--- config.mk ---
export PLATFORM = sky130hd
export DESIGN_NAME = mdu_seq
export DESIGN_NICKNAME = d
export VERILOG_FILES = /design/src/rtl/mdu_seq.sv
export SDC_FILE = /design/constraint.sdc
export NUM_CORES = 2
export LEC_CHECK = 0
export BUFFER_PORTS_ARGS = -buffer_cell sky130_fd_sc_hd__buf_2
export CAP_MARGIN = 20
export CORE_MARGIN = 4
export CORE_UTILIZATION = 50
export CTS_BUF_LIST = sky130_fd_sc_hd__clkbuf_16
export CTS_CLUSTER_SIZE = 8
export DETAILED_ROUTE_END_ITERATION = 6
export PLACE_DENSITY = 0.67
export SYNTH_ARGS = -nofsm -noshare
export SYNTH_HDL_FRONTEND = slang
export SYNTH_SLANG_ARGS = --single-unit
--- constraint.sdc ---
create_clock -name clk -period 8.4 [get_ports clk]
set_clock_uncertainty 0.15 [all_clocks]
set_input_delay 1.26 -clock clk [delete_from_list [all_inputs] [get_ports clk]]
set_output_delay 1.26 -clock clk [all_outputs]
set_load 0.05 [all_outputs]
--- src/rtl/mdu_seq.sv ---
// mdu_seq: iterative RV64M multiply/divide unit beside the execute ALU.
// One shared shift-add multiply / restoring divide datapath, one bit per cycle.
module mdu_seq #(
    parameter int XLEN = 64
) (
    input  logic            clk,
    input  logic            resetn,
    input  logic            in_valid,
    output logic            in_ready,
    input  logic [3:0]      op,
    input  logic [XLEN-1:0] src1,
    input  logic [XLEN-1:0] src2,
    input  logic            flush,
    output logic            out_valid,
    input  logic            out_ready,
    output logic [XLEN-1:0] result,
    output logic            busy
);

    // state | meaning
    // IDLE  | waiting for an op, in_ready high unless flushing
    // CALC  | one multiplier/quotient bit per cycle, counter counts down
    // FIXUP | sign correction and result select
    // DONE  | result valid, waiting for out_ready
    typedef enum logic [1:0] {IDLE, CALC, FIXUP, DONE} state_t;

    state_t              state_q, state_d;
    logic [3:0]          op_q, op_d;
    logic [2*XLEN-1:0]   acc_q, acc_d;
    logic [2*XLEN-1:0]   a_q, a_d;
    logic [XLEN-1:0]     b_q, b_d;
    logic [6:0]          cnt_q, cnt_d;
    logic                neg_q, neg_d;
    logic                negr_q, negr_d;
    logic [XLEN-1:0]     res_q, res_d;

    function automatic logic [XLEN-1:0] sext32(input logic [31:0] v);
        return {{(XLEN-32){v[31]}}, v};
    endfunction

    function automatic logic f_w(input logic [3:0] o);
        return (o >= 4'd8) && (o <= 4'd12);
    endfunction

    function automatic logic f_div(input logic [3:0] o);
        return ((o >= 4'd4) && (o <= 4'd7)) || ((o >= 4'd9) && (o <= 4'd12));
    endfunction

    function automatic logic f_rem(input logic [3:0] o);
        return (o == 4'd6) || (o == 4'd7) || (o == 4'd11) || (o == 4'd12);
    endfunction

    function automatic logic f_s1(input logic [3:0] o);
        return (o == 4'd0) || (o == 4'd1) || (o == 4'd2) || (o == 4'd4) ||
               (o == 4'd6) || (o == 4'd9) || (o == 4'd11);
    endfunction

    function automatic logic f_s2(input logic [3:0] o);
        return (o == 4'd0) || (o == 4'd1) || (o == 4'd4) || (o == 4'd6) ||
               (o == 4'd9) || (o == 4'd11);
    endfunction

    logic            acc_w, acc_div, acc_rem, acc_s1, acc_s2, acc_ill;
    logic            div_zero, div_ovf, special, neg1, neg2;
    logic [XLEN-1:0] x1, x2, m1, m2, dvd, sp_res;

    // Accept-side decode: extend operands, take magnitudes, detect special cases.
    always_comb begin
        acc_w   = f_w(op);
        acc_div = f_div(op);
        acc_rem = f_rem(op);
        acc_s1  = f_s1(op);
        acc_s2  = f_s2(op);
        acc_ill = (op >= 4'd13);
        x1 = src1;
        x2 = src2;
        if (acc_w) begin
            x1 = acc_s1 ? sext32(src1[31:0]) : {{(XLEN-32){1'b0}}, src1[31:0]};
            x2 = acc_s2 ? sext32(src2[31:0]) : {{(XLEN-32){1'b0}}, src2[31:0]};
        end
        neg1 = acc_s1 & x1[XLEN-1];
        neg2 = acc_s2 & x2[XLEN-1];
        m1   = neg1 ? (~x1 + 1'b1) : x1;
        m2   = neg2 ? (~x2 + 1'b1) : x2;
        dvd  = acc_w ? sext32(src1[31:0]) : src1;
        div_zero = acc_div && (x2 == '0);
        if (acc_w)
            div_ovf = acc_div && acc_s1 && (src1[31:0] == 32'h8000_0000) &&
                      (src2[31:0] == 32'hFFFF_FFFF);
        else
            div_ovf = acc_div && acc_s1 && (src1 == {1'b1, {(XLEN-1){1'b0}}}) &&
                      (src2 == '1);
        special = acc_ill || div_zero || div_ovf;
        if (acc_ill)
            sp_res = '0;
        else if (div_zero)
            sp_res = acc_rem ? dvd : '1;
        else
            sp_res = acc_rem ? '0 : dvd;
    end

    logic [XLEN:0]     rem_sh;
    logic [XLEN-1:0]   rem_sub;
    logic              rem_ge;
    logic [2*XLEN-1:0] prod;
    logic [XLEN-1:0]   quo, rmd, dv, fix_res;

    always_comb begin
        rem_sh  = {acc_q[XLEN-1:0], b_q[XLEN-1]};
        rem_ge  = (rem_sh >= {1'b0, a_q[XLEN-1:0]});
        rem_sub = rem_sh[XLEN-1:0] - a_q[XLEN-1:0];
        prod    = neg_q ? (~acc_q + 1'b1) : acc_q;
        quo     = neg_q ? (~b_q + 1'b1) : b_q;
        rmd     = negr_q ? (~acc_q[XLEN-1:0] + 1'b1) : acc_q[XLEN-1:0];
        dv      = f_rem(op_q) ? rmd : quo;
        if (op_q == 4'd0)
            fix_res = prod[XLEN-1:0];
        else if (op_q <= 4'd3)
            fix_res = prod[2*XLEN-1:XLEN];
        else if (op_q == 4'd8)
            fix_res = sext32(prod[31:0]);
        else
            fix_res = f_w(op_q) ? sext32(dv[31:0]) : dv;
    end

    always_comb begin
        state_d = state_q;
        op_d    = op_q;
        acc_d   = acc_q;
        a_d     = a_q;
        b_d     = b_q;
        cnt_d   = cnt_q;
        neg_d   = neg_q;
        negr_d  = negr_q;
        res_d   = res_q;
        if (flush) begin
            state_d = IDLE;
        end else begin
            case (state_q)
                IDLE: begin
                    if (in_valid) begin
                        op_d = op;
                        if (special) begin
                            res_d   = sp_res;
                            state_d = DONE;
                        end else begin
                            acc_d   = '0;
                            a_d     = {{XLEN{1'b0}}, (acc_div ? m2 : m1)};
                            // W divides run 32 steps, so the dividend sits in the top half.
                            if (acc_div)
                                b_d = acc_w ? {m1[31:0], {(XLEN-32){1'b0}}} : m1;
                            else
                                b_d = m2;
                            neg_d   = neg1 ^ neg2;
                            negr_d  = neg1;
                            cnt_d   = acc_w ? 7'd32 : 7'd64;
                            state_d = CALC;
                        end
                    end
                end
                CALC: begin
                    if (f_div(op_q)) begin
                        acc_d = {{XLEN{1'b0}}, (rem_ge ? rem_sub : rem_sh[XLEN-1:0])};
                        b_d   = {b_q[XLEN-2:0], rem_ge};
                    end else begin
                        if (b_q[0])
                            acc_d = acc_q + a_q;
                        a_d = a_q << 1;
                        b_d = b_q >> 1;
                    end
                    cnt_d = cnt_q - 7'd1;
                    if (cnt_q == 7'd1)
                        state_d = FIXUP;
                end
                FIXUP: begin
                    res_d   = fix_res;
                    state_d = DONE;
                end
                DONE: begin
                    if (out_ready)
                        state_d = IDLE;
                end
                default: state_d = IDLE;
            endcase
        end
    end

    always_ff @(posedge clk or negedge resetn) begin
        if (!resetn) begin
            state_q <= IDLE;
            op_q    <= '0;
            acc_q   <= '0;
            a_q     <= '0;
            b_q     <= '0;
            cnt_q   <= '0;
            neg_q   <= 1'b0;
            negr_q  <= 1'b0;
            res_q   <= '0;
        end else begin
            state_q <= state_d;
            op_q    <= op_d;
            acc_q   <= acc_d;
            a_q     <= a_d;
            b_q     <= b_d;
            cnt_q   <= cnt_d;
            neg_q   <= neg_d;
            negr_q  <= negr_d;
            res_q   <= res_d;
        end
    end

    assign in_ready  = (state_q == IDLE) && !flush;
    assign out_valid = (state_q == DONE);
    assign busy      = (state_q != IDLE);
    assign result    = res_q;

endmodule

==> flow_metrics.env <==
export IMPL_row_count=107
export IMPL_finalNetCount=6236
export IMPL_max_freq_mhz=174.3
export IMPL_cts_sinks=399
export IMPL_post_cts_repair_setup_buffers=0
export IMPL_dp_cells=6980
export IMPL_top_layer="met5"
export IMPL_crit_type="input pin to flop"
export IMPL_place_gp_congestion=1.046
export IMPL_synth_ff_type="dfrtp_1"
export IMPL_relSlewSlack_pct=16.31
export IMPL_final_max_slew_viol_count=0
export IMPL_numPortBuffers=203
export IMPL_drive_above_1_share_pct=7.669
export IMPL_clk_latency_ps=680
export IMPL_postSynthCellCount=6024
export IMPL_post_route_min_period_ps=5738
export IMPL_dp_hpwl_um=163400
export IMPL_cp_data_required_time_ps=8810
export IMPL_fillers=8596
export IMPL_yosysTopAreaCell="dfrtp_1"
export IMPL_drt_iter0_markers=6671
export IMPL_hold_path_class="flop to flop"
export IMPL_cts_buffers=57
export IMPL_drc_errors=0
export IMPL_power_leakage_nw=19.45
export IMPL_wl_met1_um=84670
export IMPL_pin_count=204
export IMPL_final_cells=7055
export IMPL_htree_levels=2
export IMPL_synth_top_area_share_pct=23.15
export IMPL_peakVddDrop_mv=0.4169
export IMPL_register_area_mm2=0.009990
export IMPL_grt_pass1_vias=44018
export IMPL_drt_wl_total_um=209200
export IMPL_dr_pass1_iters=6
export IMPL_viasPerCell=6.936
export IMPL_rsz0062_at_grt="no"
export IMPL_root_buffer="clkbuf_16"
export IMPL_endpoint_kind="flop"
export IMPL_maxCapViolations=0
export IMPL_ys_warnings_count=0
export IMPL_area_delta_synth_final_pct=6.920
export IMPL_synth_commonest_cells="848 x nand2_1, 598 x a21oi_1, 577 x o21ai_0, 483 x nor2_1, 427 x clkbuf_1"
export IMPL_ctsHoldBuffers=0
export IMPL_synth_fp_nets=6365
export IMPL_grt_max_degree=193
export IMPL_gr_total_overflow=0
export IMPL_start_util_pct=50.51
export IMPL_synth_most_common_cell="nand2_1"
export IMPL_crit_path_start_kind="input pin"
export IMPL_path_clk_slew_ps=60
export IMPL_arrival_ps=6150
export IMPL_netlist_area_mm2=0.04314
export IMPL_multi_input_area_mm2=0.03088
export IMPL_cts_tree="built"
export IMPL_antenna_found_initial=9
export IMPL_grt_first_pass_wirelength_um=302400
export IMPL_core_area_mm2=0.08541
export IMPL_ctsResizeCount=0
export IMPL_ant_nets=0
export IMPL_fp_dieH_um=301.7
export IMPL_wl_per_cell_um=29.65
export IMPL_finalHoldViolCount=0
export IMPL_power_mw=19.62
export IMPL_status="finished, final reports clean"
export IMPL_finalSetupViolCount=0
export IMPL_tns_ps=0
export IMPL_ys_ff_latch=399
export IMPL_layout_setup_ws_ps=2662
export IMPL_vias=48935
export IMPL_synth_cell_types=93
export IMPL_worstMarginPinSlew_ps=1242
export IMPL_grt_use_total_pct=44.26
export IMPL_ys_async_sr_fraction_pct=100.0
export IMPL_cts_buffer_depth=3
export IMPL_met2_wirelength_um=83980
export IMPL_syn_mean_instance_area_um2=7.161
export IMPL_finalCritPeriodShare_pct=68.31
export IMPL_synth_edff_count=0
export IMPL_worstPathMaxFanout=26
export IMPL_ys_seq_area_share_pct=23.15
export IMPL_dieArea_mm2=0.09104
export IMPL_synth_area_leaders="dfrtp_1 23%, nand2_1 7.4%, a21oi_1 6.9%, o21ai_0 6.7%, ha_1 5.9%"
export IMPL_wl_met3_um=25030
export IMPL_dp_slack_ps=2307
export IMPL_p_per_area_mw_per_mm2=425.4
export IMPL_die_x_um=301.7
## state kept, by name (all words and copies together), names as in the netlist, 2 cells and up
register / cells
acc_q: 128
b_q: 64
state_q: 2
cnt_q: 7
a_q: 128
result: 64
op_q: 4
## placed cells by master (no fill, tap or decap), types with 78 or more instances in the layout
| master | instances |
|---|---|
| nor2_1 | 478 |
| xnor2_1 | 270 |
| o21ai_0 | 574 |
| buf_4 | 85 |
| xor2_1 | 217 |
| or3_1 | 78 |
| a22o_1 | 90 |
| nand3_1 | 113 |
| o31ai_1 | 111 |
| a21oi_1 | 598 |
| a21o_1 | 132 |
| inv_1 | 155 |
| nand4_1 | 104 |
| ha_1 | 200 |
| nand2_1 | 847 |
| nor3_1 | 96 |
| a211oi_1 | 118 |
| dfrtp_1 | 397 |
| a31oi_1 | 92 |
| buf_2 | 202 |
## cell families after synthesis
kind of cell | after synthesis | synth area share, %
AOI/OAI and AO/OA | 2231 | 32.91
and+or+nand+nor | 2045 | 21.83
buffers and inverters | 628 | 5.569
xor gates and xnor gates | 491 | 9.969
DFF | 399 | 23.15
adders and majority gates | 205 | 5.975
muxes | 25 | 0.6004
## report_power, final
part           internal [mW]  leakage (nW)  total [mW]  switching (mW)
Combinational           4.26          13.6        13.7            9.45
Clock                   1.19         0.767        2.15           0.958
Sequential              2.51          5.13        3.76            1.25
Total                   7.96          19.4        19.6            11.7
## metrics by stage
step	hold WS (ps)	util (%)	cell area, um2
finish	337.5	54.00	46120
global route	344.7	53.99	46110
CTS	337.1	53.99	46110
detailed placement	325.8	52.22	44600
global placement	319.1	52.22	44600
floorplan	307.3	-	43140
## layer usage
layer | track usage, % | up-vias
li1 | - | 21787
met1 | 61.43 | 23403
met2 | 62.53 | 3140
met3 | 10.05 | 599
met4 | 26.60 | 6
met5 | 0 | -
## worst paths after layout
kind                       slack (ps)  startpoint  cells past startpoint          to
setup / recovery                 2660       op[3]                     13   acc_q[52]
hold / removal                    340  result[16]                      1  result[16]
setup reg to reg                 2700     b_q[63]                     15   acc_q[39]
hold reg to reg                   340  result[16]                      1  result[16]
max in group asynchronous        6290      resetn                      2    a_q[101]
min in group asynchronous         390      resetn                      1     b_q[17]
## worst max-delay path, stage by stage
cell and delay (ps):
buf_2 340, nor2b_1 540, and3_1 750, a21o_1 200, nor2_1 80, a31oi_1 260
and4b_1 360, o21bai_4 250, a31oi_1 660, nand2_1 640, a21oi_1 420, o32ai_1 160
a211oi_1 210
## cell type report
type                       instances  area share, %
clock inverter                    14         0.1872
antenna                            4        0.02170
tap                             1144          3.103
sequential                       399          21.66
inverter                         148          1.204
timing repair buffer             292          3.781
clock buffer                      57          3.092
multi-input combinational       4997          66.95
No activity file was read; power rests on OpenSTA's default activity.
